--- src/rtl/decrypt_phase_sched_pkg.sv ---
// Shared phase codes and small helpers for the ROLLO-I decryption phase scheduler.
// Latency: n/a (types and constants only).
// Backpressure: n/a.
package decrypt_phase_sched_pkg;

  // Phase code exported on status and used as the S1S2 port-mux key.
  typedef enum logic [2:0] {
    PH_IDLE = 3'd0,
    PH_MUL  = 3'd1,
    PH_GEN  = 3'd2,
    PH_RSR  = 3'd3,
    PH_HASH = 3'd4,
    PH_DONE = 3'd5,
    PH_ERR  = 3'd6
  } phase_e;

  // Read latency engines see on mem_S1S2: one cycle in the port mux register plus the RAM.
  localparam int DELAY_RD_S1S2 = 2;

  localparam logic [31:0] CYC_SAT = 32'hFFFF_FFFF;

  // True for the four phases in which an engine is running.
  function automatic logic is_engine_phase(input phase_e ph);
    return (ph == PH_MUL) || (ph == PH_GEN) || (ph == PH_RSR) || (ph == PH_HASH);
  endfunction

  // Saturating increment for the total cycle counter.
  function automatic logic [31:0] sat_inc32(input logic [31:0] v);
    return (v == CYC_SAT) ? v : v + 32'd1;
  endfunction

endpackage

--- src/rtl/decrypt_phase_sched_s1s2_port_arb.sv ---
// S1S2 memory port arbiter: picks the S1S2gen, RSR or SHA3 request according to the current phase.
// Latency: one registered cycle from request to mem_S1S2 port (two cycles for read data incl. RAM).
// Backpressure: none; requests from engines not owning the phase are dropped (addr/we/di forced to 0).
module decrypt_phase_sched_s1s2_port_arb
  import decrypt_phase_sched_pkg::*;
#(
  parameter int AW = 5,
  parameter int DW = 16
) (
  input  logic          clk,
  input  logic          rst_b,
  input  phase_e        status_i,
  input  logic [AW-1:0] gen_addr_i,
  input  logic          gen_we_i,
  input  logic [DW-1:0] gen_di_i,
  input  logic [AW-1:0] rsr_addr_i,
  input  logic          rsr_we_i,
  input  logic [DW-1:0] rsr_di_i,
  input  logic [AW-1:0] sha_addr_i,
  input  logic          sha_we_i,
  output logic [AW-1:0] s12_addr_o,
  output logic          s12_we_o,
  output logic [DW-1:0] s12_di_o
);

  logic [AW-1:0] addr_d, addr_q;
  logic          we_d, we_q;
  logic [DW-1:0] di_d, di_q;

  // Select the requester owning the phase of this very cycle, so no write crosses a phase boundary.
  always_comb begin
    addr_d = '0;
    we_d   = 1'b0;
    di_d   = '0;
    case (status_i)
      PH_GEN: begin
        addr_d = gen_addr_i;
        we_d   = gen_we_i;
        di_d   = gen_di_i;
      end
      PH_RSR: begin
        addr_d = rsr_addr_i;
        we_d   = rsr_we_i;
        di_d   = rsr_di_i;
      end
      PH_HASH: begin
        // SHA3 only reads S1S2; its write data is tied low.
        addr_d = sha_addr_i;
        we_d   = sha_we_i;
        di_d   = '0;
      end
      default: begin
        addr_d = '0;
        we_d   = 1'b0;
        di_d   = '0;
      end
    endcase
  end

  // Port register towards mem_S1S2.
  always_ff @(posedge clk or negedge rst_b) begin
    if (!rst_b) begin
      addr_q <= '0;
      we_q   <= 1'b0;
      di_q   <= '0;
    end else begin
      addr_q <= addr_d;
      we_q   <= we_d;
      di_q   <= di_d;
    end
  end

  assign s12_addr_o = addr_q;
  assign s12_we_o   = we_q;
  assign s12_di_o   = di_q;

endmodule

--- src/rtl/decrypt_phase_sched.sv ---
// Decryption phase scheduler: gf2mz -> S1S2gen -> RSR -> SHA3, with per-phase watchdog and cycle count.
// Latency: engine start pulse in the first cycle of its phase; next phase one cycle after a valid done.
// Backpressure: none; start is dropped unless IDLE/ERR, dones from non-owning engines are ignored.
module decrypt_phase_sched
  import decrypt_phase_sched_pkg::*;
#(
  parameter int              M      = 8,
  parameter int              N      = 16,
  parameter int              AW     = $clog2(2*N),
  parameter int              TO_W   = 20,
  parameter logic [TO_W-1:0] TO_MAX = {TO_W{1'b1}}
) (
  input  logic            clk,
  input  logic            rst_b,
  input  logic            start,
  output logic            finish,
  output logic            error,
  output logic            busy,
  output logic [2:0]      status,
  output logic            gf2mz_start,
  input  logic            gf2mz_done,
  output logic            S1S2gen_start,
  input  logic            S1S2gen_done,
  output logic            RSR_start,
  input  logic            RSR_done,
  output logic            sha3_start,
  input  logic            sha3_done,
  input  logic [AW-1:0]   gen_addr,
  input  logic            gen_we,
  input  logic [2*M-1:0]  gen_di,
  input  logic [AW-1:0]   rsr_addr,
  input  logic            rsr_we,
  input  logic [2*M-1:0]  rsr_di,
  input  logic [AW-1:0]   sha_addr,
  input  logic            sha_we,
  output logic [AW-1:0]   s12_addr,
  output logic            s12_we,
  output logic [2*M-1:0]  s12_di,
  output logic [31:0]     cyc_total
);

  // Watchdog value in the last allowed cycle of a phase.
  localparam logic [TO_W-1:0] WD_LAST = TO_MAX - 1'b1;

  phase_e          state_q, state_d;
  logic [TO_W-1:0] wd_q, wd_d;
  logic [31:0]     cyc_q, cyc_d;
  logic            gf2mz_start_q, s1s2gen_start_q, rsr_start_q, sha3_start_q;
  logic            finish_q, error_q, busy_q;

  logic            owner_done;
  logic            start_pulse;
  logic            phase_done;
  logic            in_phase;
  logic            wd_expired;
  logic            start_acc;
  logic            phase_change;

  // The start pulse marks the first cycle of a phase; a done seen then belongs to the previous run.
  assign start_pulse = gf2mz_start_q | s1s2gen_start_q | rsr_start_q | sha3_start_q;
  assign in_phase    = is_engine_phase(state_q);
  assign wd_expired  = in_phase && (wd_q == WD_LAST);
  assign start_acc   = start && ((state_q == PH_IDLE) || (state_q == PH_ERR));
  assign phase_done  = owner_done && !start_pulse;

  // Only the engine owning the current phase may advance it.
  always_comb begin
    owner_done = 1'b0;
    case (state_q)
      PH_MUL:  owner_done = gf2mz_done;
      PH_GEN:  owner_done = S1S2gen_done;
      PH_RSR:  owner_done = RSR_done;
      PH_HASH: owner_done = sha3_done;
      default: owner_done = 1'b0;
    endcase
  end

  // Next phase; a valid done wins over a watchdog expiry in the same cycle.
  always_comb begin
    state_d = state_q;
    case (state_q)
      PH_IDLE: if (start_acc) state_d = PH_MUL;
      PH_MUL: begin
        if (phase_done)      state_d = PH_GEN;
        else if (wd_expired) state_d = PH_ERR;
      end
      PH_GEN: begin
        if (phase_done)      state_d = PH_RSR;
        else if (wd_expired) state_d = PH_ERR;
      end
      PH_RSR: begin
        if (phase_done)      state_d = PH_HASH;
        else if (wd_expired) state_d = PH_ERR;
      end
      PH_HASH: begin
        if (phase_done)      state_d = PH_DONE;
        else if (wd_expired) state_d = PH_ERR;
      end
      PH_DONE: state_d = PH_IDLE;
      PH_ERR:  if (start_acc) state_d = PH_MUL;
      default: state_d = PH_IDLE;
    endcase
  end

  assign phase_change = (state_d != state_q);

  // Watchdog restarts at every phase change and only runs while an engine owns the phase.
  always_comb begin
    if (phase_change || !in_phase) begin
      wd_d = '0;
    end else begin
      wd_d = wd_q + 1'b1;
    end
  end

  // Total cycle count: restart on accepted start, count every non-idle cycle, hold once idle.
  always_comb begin
    if (start_acc) begin
      cyc_d = '0;
    end else if (state_q != PH_IDLE) begin
      cyc_d = sat_inc32(cyc_q);
    end else begin
      cyc_d = cyc_q;
    end
  end

  // Phase register plus registered outputs decoded from the next phase.
  always_ff @(posedge clk or negedge rst_b) begin
    if (!rst_b) begin
      state_q         <= PH_IDLE;
      wd_q            <= '0;
      cyc_q           <= '0;
      gf2mz_start_q   <= 1'b0;
      s1s2gen_start_q <= 1'b0;
      rsr_start_q     <= 1'b0;
      sha3_start_q    <= 1'b0;
      finish_q        <= 1'b0;
      error_q         <= 1'b0;
      busy_q          <= 1'b0;
    end else begin
      state_q         <= state_d;
      wd_q            <= wd_d;
      cyc_q           <= cyc_d;
      gf2mz_start_q   <= phase_change && (state_d == PH_MUL);
      s1s2gen_start_q <= phase_change && (state_d == PH_GEN);
      rsr_start_q     <= phase_change && (state_d == PH_RSR);
      sha3_start_q    <= phase_change && (state_d == PH_HASH);
      finish_q        <= (state_d == PH_DONE);
      error_q         <= (state_d == PH_ERR);
      busy_q          <= (state_d != PH_IDLE);
    end
  end

  assign status        = state_q;
  assign busy          = busy_q;
  assign finish        = finish_q;
  assign error         = error_q;
  assign gf2mz_start   = gf2mz_start_q;
  assign S1S2gen_start = s1s2gen_start_q;
  assign RSR_start     = rsr_start_q;
  assign sha3_start    = sha3_start_q;
  assign cyc_total     = cyc_q;

  decrypt_phase_sched_s1s2_port_arb #(
    .AW (AW),
    .DW (2*M)
  ) u_port_arb (
    .clk        (clk),
    .rst_b      (rst_b),
    .status_i   (state_q),
    .gen_addr_i (gen_addr),
    .gen_we_i   (gen_we),
    .gen_di_i   (gen_di),
    .rsr_addr_i (rsr_addr),
    .rsr_we_i   (rsr_we),
    .rsr_di_i   (rsr_di),
    .sha_addr_i (sha_addr),
    .sha_we_i   (sha_we),
    .s12_addr_o (s12_addr),
    .s12_we_o   (s12_we),
    .s12_di_o   (s12_di)
  );

endmodule
--- config.mk ---
export PLATFORM = sky130hd
export DESIGN_NAME = decrypt_phase_sched
export DESIGN_NICKNAME = d
export VERILOG_FILES = /design/src/rtl/decrypt_phase_sched_pkg.sv /design/src/rtl/decrypt_phase_sched_s1s2_port_arb.sv /design/src/rtl/decrypt_phase_sched.sv
export SDC_FILE = /design/constraint.sdc
export NUM_CORES = 1
export LEC_CHECK = 0
export CAP_MARGIN = 20
export CELL_PAD_IN_SITES_DETAIL_PLACEMENT = 0
export CELL_PAD_IN_SITES_GLOBAL_PLACEMENT = 1
export CORE_AREA = 2 2 111 113
export CTS_CLUSTER_DIAMETER = 80
export DETAILED_ROUTE_END_ITERATION = 12
export DIE_AREA = 0 0 113 115
export PLACE_DENSITY = 0.83
export SETUP_SLACK_MARGIN = 0.02
export SYNTH_ARGS = -nofsm -noshare
export SYNTH_HDL_FRONTEND = slang
export SYNTH_SLANG_ARGS = --single-unit
--- constraint.sdc ---
create_clock -name clk -period 2.6 [get_ports clk]
set_input_delay 0.39 -clock clk [delete_from_list [all_inputs] [get_ports clk]]
set_output_delay 0.39 -clock clk [all_outputs]
set_load 0.01 [all_outputs]
# After elaboration in Yosys (flattened, before gate mapping)

Index checks and enable logic that the tools add are counted.

Input port bits: 57
Word-level logic and storage cells: 68
Bits in registers: 84
Output and inout bits: 64

Bitwise gates (word level): 3
Multiplexer cells: 15
Eq/ne operators: 15
$add $sub $neg: 2
Reductions and logical operators: 20

Operators with widths:

| operator                                                         | number |
|---|---|
| 32-bit two-way mux                                               | 3 |
| 32-bit by 1-bit adder with 32-bit output (second input constant) | 1 |
| 32-bit == test (second input constant)                           | 1 |
| 16-bit one-hot mux with 2 select lines                           | 1 |
| 20-bit by 1-bit adder with 20-bit output (second input constant) | 1 |
| 20-bit == test (second input constant)                           | 1 |
| 20-bit two-way mux                                               | 1 |
| 3-bit two-way mux                                                | 6 |
| 3-bit == test (second input constant)                            | 5 |
| 3-bit one-hot mux with 5 select lines                            | 1 |
| 5-bit one-hot mux with 3 select lines                            | 1 |
| 3-bit by 2-bit == test with 1-bit output (second input constant) | 4 |
| 1-bit logical AND                                                | 7 |
| 3-bit by 1-bit == test with 1-bit output (second input constant) | 2 |
| 3-bit nonzero test                                               | 2 |
| 1-bit logical OR                                                 | 5 |
| 1-bit one-hot mux with 4 select lines                            | 1 |
| 3-bit zero test                                                  | 1 |
| 3-bit inequality test                                            | 1 |
| 1-bit OR                                                         | 3 |
| 1-bit one-hot mux with 3 select lines                            | 1 |
| 1-bit zero test                                                  | 2 |
| 2-bit inequality test (second input constant)                    | 1 |
| 2-bit AND reduction                                              | 1 |
| other kinds (2)                                                  | 2 |

# Depth between registers and ports, before layout

Depth in word-level cells: 11
Depth in mapped cells: 8
Gate-level depth less buffers: 7

# By module

From an unflattened synthesis, not the netlist that was laid out.

Cell total of the unflattened synthesis: 416
Area total of the unflattened synthesis: 4259.1 µm²

By module, submodules not included:

| module                            | sequential area each (µm²) | instances | cells an instance | area an instance (µm²) |
|---|---|---|---|---|
| decrypt_phase_sched               | 1551.5                     | 1         | 334               | 3216.8 |
| decrypt_phase_sched_s1s2_port_arb | 550.5                      | 1         | 82                | 1042.2 |

# Least setup slack after synthesis

OpenSTA, ideal clock, no wires.

Kind: reg2reg
Start point: register cyc_q[2] (netlist: cyc_total[2])
End point: register cyc_q[29] (netlist: cyc_total[29])
Arrival time: 2036 ps
Required time: 2522 ps
Path slack: 486 ps
Buffers on the path: 0
Stages on the path, launching flop included: 6
Period minus slack after synthesis: 2114 ps
Path through: dfrtp_1 > nand4_1 > or4_4 > or4_1 > or4_1 > a21oi_1

Cells in the longest elaborated chain, start to end: 4

Ends and longest elaborated chain:

| what                                     | line                          | text |
|---|---|---|
| start: declaration                       | decrypt_phase_sched.sv:47     | `logic [31:0] cyc_q, cyc_d;` |
| start signal: assignment                 | decrypt_phase_sched.sv:143    | `cyc_q <= cyc_d;` |
| 32-bit by 1-bit adder with 32-bit output | decrypt_phase_sched_pkg.sv:29 | `return (v == CYC_SAT) ? v : v + 32'd1;` |
| 32-bit two-way mux                       | decrypt_phase_sched_pkg.sv:29 |  |
| 32-bit two-way mux                       | decrypt_phase_sched.sv:120    | `end else if (state_q != PH_IDLE) begin` |
| 32-bit two-way mux                       | decrypt_phase_sched.sv:118    | `if (start_acc) begin` |

Several ways; a longest one is shown, not always the timed one. The select of a mux whose other input is x is not followed.
A chain may end at the register's enable or synchronous reset.

# Worst setup path in the final report

Ends and elaborated chain as after synthesis.

==> impl_metrics.xml <==
<?xml version="1.0" encoding="UTF-8"?>
<metrics>
  <group name="status">
    <metric name="run_status" unit="">finished with violations</metric>
    <metric name="violations" unit="">design-rule violations</metric>
  </group>
  <group name="critical_path">
    <metric name="crit-reg2reg-capture" unit="">cyc_total[29]$_DFFE_PN0P_</metric>
    <metric name="startpoint_type" unit="">register</metric>
    <metric name="reg2reg_slack" unit="ns">0.30</metric>
    <metric name="cp_data_required_time" unit="ns">2.86</metric>
    <metric name="crit_path_largest_cell_delay" unit="ns">0.58</metric>
    <metric name="r2r_startpoint" unit="">cyc_total[2]$_DFFE_PN0P_</metric>
    <metric name="chain_of_cells_forming_the_critical_path" unit="">nand4_1 -&gt; or4_4 -&gt; or4_1 -&gt; or4_1 -&gt; a21oi_1</metric>
    <metric name="crit_top_cell" unit="">sky130_fd_sc_hd__or4_1</metric>
    <metric name="critical_path.max_fanout" unit="">14</metric>
    <metric name="crit_family" unit="">simple AND/OR/NAND/NOR gates</metric>
    <metric name="crit_slowest_cell" unit="">sky130_fd_sc_hd__or4_4</metric>
    <metric name="worst_ep_arrival_time" unit="ns">2.56</metric>
    <metric name="reg2reg_depth" unit="">5</metric>
    <metric name="critical_path.n_buffers_inverters" unit="">0</metric>
    <metric name="timing.setup.critical_path_class" unit="">register to register</metric>
    <metric name="critPathCaptureType" unit="">register</metric>
  </group>
  <group name="finish">
    <metric name="layout.cell_area.non_filler" unit="µm²">5904</metric>
    <metric name="num-fill-cells" unit="">1105</metric>
    <metric name="drive_above_1_share" unit="%">7.527</metric>
    <metric name="final_cell_mix" unit="">sky130_fd_sc_hd__clkdlybuf4s50_1, sky130_fd_sc_hd__dfrtp_1, sky130_fd_sc_hd__nor2_1</metric>
    <metric name="syn2layout_area_growth" unit="%">41.50</metric>
    <metric name="n_antenna_cell" unit="">0</metric>
    <metric name="final_common_cell" unit="">sky130_fd_sc_hd__clkdlybuf4s50_1</metric>
    <metric name="fin_nets" unit="">613</metric>
  </group>
  <group name="floorplan">
    <metric name="initial_utilization" unit="%">35.33</metric>
    <metric name="rows" unit="">40</metric>
    <metric name="die-height" unit="µm">115</metric>
    <metric name="design.portCount" unit="">121</metric>
    <metric name="fp.dieArea" unit="µm²">13000</metric>
    <metric name="floorplan.core_area" unit="µm²">11810</metric>
    <metric name="chipWidth" unit="µm">113</metric>
  </group>
  <group name="synth">
    <metric name="synth.lib_cells_used.distinct" unit="">44</metric>
    <metric name="ys_seq_elements" unit="">84</metric>
    <metric name="syn_area" unit="µm²">4173</metric>
    <metric name="postSynthNetCount" unit="">489</metric>
    <metric name="synth_largest_type_area_fraction" unit="%">50.37</metric>
    <metric name="netlist_top_cells_area" unit="">sky130_fd_sc_hd__dfrtp_1, sky130_fd_sc_hd__mux2i_1, sky130_fd_sc_hd__nor2_1, sky130_fd_sc_hd__a21oi_1, sky130_fd_sc_hd__or4_1</metric>
    <metric name="synth_sequential_area_ratio" unit="%">50.37</metric>
    <metric name="ys.flop_type" unit="">sky130_fd_sc_hd__dfrtp_1</metric>
    <metric name="most_area_hungry_cell_type_in_the_yosys_netlist" unit="">sky130_fd_sc_hd__dfrtp_1</metric>
    <metric name="synth_instances" unit="">429</metric>
    <metric name="synth_enable_flop_cells" unit="">0</metric>
    <metric name="async_set_or_reset_register_ratio_after_synthesis" unit="%">100.0</metric>
    <metric name="syn_avg_cell_area" unit="µm²">9.727</metric>
    <metric name="yosysWarningCount" unit="">0</metric>
  </group>
  <group name="clock_network">
    <metric name="cts_htree_levels" unit="">3</metric>
    <metric name="cts_tree" unit="">done</metric>
    <metric name="clk_root_buffer_cell" unit="">sky130_fd_sc_hd__clkbuf_16</metric>
    <metric name="worst_setup_hold_path_clk_slew" unit="ns">0.07</metric>
    <metric name="cts_buffers" unit="">9</metric>
    <metric name="cts_num_sinks" unit="">84</metric>
    <metric name="cts_hold_buffers" unit="">0</metric>
    <metric name="clkLatencyLatePin" unit="ns">0.34</metric>
    <metric name="cts_repair_resize_count" unit="">0</metric>
    <metric name="post-cts-setup-buffers" unit="">0</metric>
    <metric name="cts-root-to-sink-buffers" unit="">2</metric>
  </group>
  <group name="power">
    <metric name="total_leakage_power" unit="nW">2.404</metric>
    <metric name="peakVddDrop" unit="mV">0.4198</metric>
    <metric name="cellPowerDensity" unit="nW/µm²">805.8</metric>
  </group>
  <group name="timing">
    <metric name="period_minus_slack" unit="ns">2.295</metric>
    <metric name="clock.fmax" unit="MHz">435.7</metric>
    <metric name="worst_pin_slew" unit="ns">0.6462</metric>
    <metric name="skew" unit="ns">0.006011</metric>
    <metric name="maxSlewHeadroom" unit="%">56.53</metric>
    <metric name="period_utilisation_layout" unit="%">88.28</metric>
    <metric name="finalHoldViolCount" unit="">0</metric>
    <metric name="setup_total_negative_slack" unit="ns">0</metric>
    <metric name="rsz_0062_raised_after_global_routing" unit="">false</metric>
    <metric name="fin_hold_ws" unit="ns">0.03670</metric>
    <metric name="maxSlewViolCount" unit="">0</metric>
    <metric name="setup_violations" unit="">0</metric>
  </group>
  <group name="placement">
    <metric name="detailedPlacementHpwl" unit="µm">7870</metric>
    <metric name="port_buffers" unit="">120</metric>
    <metric name="placed_cell_area" unit="µm²">5582</metric>
    <metric name="gp_routability_congestion" unit="">0.8140</metric>
  </group>
  <group name="global_routing">
    <metric name="first_global_vias" unit="">3611</metric>
    <metric name="grt-ovfl-total" unit="">0</metric>
    <metric name="grt_max_degree" unit="">45</metric>
    <metric name="grtUsageTotal" unit="%">16.59</metric>
    <metric name="wire_length_of_the_first_global_routing_pass" unit="µm">17600</metric>
    <metric name="grt_antenna_before_repair" unit="">0</metric>
  </group>
  <group name="drt">
    <metric name="drc_errors" unit="">5</metric>
    <metric name="final_antenna_net_count" unit="">0</metric>
    <metric name="totalWireLength" unit="µm">10640</metric>
    <metric name="average_wire_per_standard_cell" unit="µm">15.09</metric>
    <metric name="drt-vias-per-instance" unit="">5.340</metric>
    <metric name="detailroute.via_count" unit="">3765</metric>
    <metric name="drt_pass1_iterations" unit="">8</metric>
    <metric name="drtIter0Drc" unit="">281</metric>
  </group>
  <group name="hold_path">
    <metric name="min_path_type" unit="">input pin to async pin</metric>
  </group>
  <group name="flow_run">
    <metric name="drv_cap" unit="">0</metric>
  </group>
</metrics>
## metal layers
metal / routed length, µm / track usage (%) / up-vias
li1: - / - / 1822
met2: 5209 / 26.63 / 107
met1: 4685 / 22.64 / 1825
met4: 134 / 4.228 / 0
met5: 0 / 0 / -
met3: 609 / 4.217 / 11
## cells in the mapped netlist, drive strengths merged, types with 6 or more instances
cell    count
or3        14
mux2i      22
nand4      20
o21ai      18
xnor2      11
clkbuf     14
inv        13
dfrtp      84
o31ai      14
nand3      17
nor2       50
a31o        6
nand2      30
buf         8
nor3        8
xor2        9
a21oi      34
or4        19
## worst max path at each step
stage	startpoint	end	slack, ns	cells past startpoint
floorplan	cyc_total[2]$_DFFE_PN0P_	cyc_total[29]$_DFFE_PN0P_	0.49	5
global placement	cyc_total[2]$_DFFE_PN0P_	cyc_total[29]$_DFFE_PN0P_	0.36	5
detailed placement	cyc_total[2]$_DFFE_PN0P_	cyc_total[29]$_DFFE_PN0P_	0.34	5
CTS	cyc_total[2]$_DFFE_PN0P_	cyc_total[29]$_DFFE_PN0P_	0.33	5
global route	cyc_total[2]$_DFFE_PN0P_	cyc_total[29]$_DFFE_PN0P_	0.18	5
finish	cyc_total[2]$_DFFE_PN0P_	cyc_total[29]$_DFFE_PN0P_	0.30	5
## flip-flops by register name (all words and copies together), names as in the netlist, 3 cells and up
register and flops:
u_port_arb.s12_addr_o 5, u_port_arb.s12_di_o 16, status 3, wd_q 20, cyc_total 32
## stage by stage
step                      std cells  setup slack, ns  utilization (%)  total power (W)
after floorplan                 429           0.4864                -         0.002673
after global placement          689           0.3592            47.26         0.003406
after detailed placement        689           0.3413            47.26         0.003436
after CTS                       705           0.3304            49.99         0.004807
after global routing            705           0.1839            49.99         0.005048
final                           705           0.3046            49.99         0.004758
## cell families (layout without fill, tap and decap cells)
kind of cell,count (synthesis),in the layout,share of synthesized area (%)
buffers and inverters,35,164,3.538
adders and majority gates,3,3,0.8996
AOI/OAI and AO/OA,83,83,12.56
xor gates and xnor gates,20,20,4.198
muxes,23,23,5.547
and+or+nand+nor,181,181,22.88
DFF,84,84,50.37
## power by group
part	leakage (nW)	internal (W)	total (W)	switching, W
combinational	1.10	0.000815	0.00176	0.000950
clock	0.159	0.000828	0.00135	0.000525
sequential	1.15	0.00150	0.00164	0.000142
## final cells by class
cell class                 count  area [µm²]  share of cell area (%)
clock buffer                  12       266.5                   4.514
clock inverter                 4       56.30                  0.9536
inverter                      13       48.80                  0.8264
multi-input combinational    310        1923                   32.57
sequential                    84        2102                   35.60
tap                          147       183.9                   3.115
timing repair buffer         135        1324                   22.42
## worst reg2reg max path: stages, from the launching register on
cell and delay [ns]:
sky130_fd_sc_hd__dfrtp_1 0.47, sky130_fd_sc_hd__nand4_1 0.15, sky130_fd_sc_hd__or4_4 0.58, sky130_fd_sc_hd__or4_1 0.45, sky130_fd_sc_hd__or4_1 0.41, sky130_fd_sc_hd__a21oi_1 0.15
No activity file was read; power rests on OpenSTA's default activity.
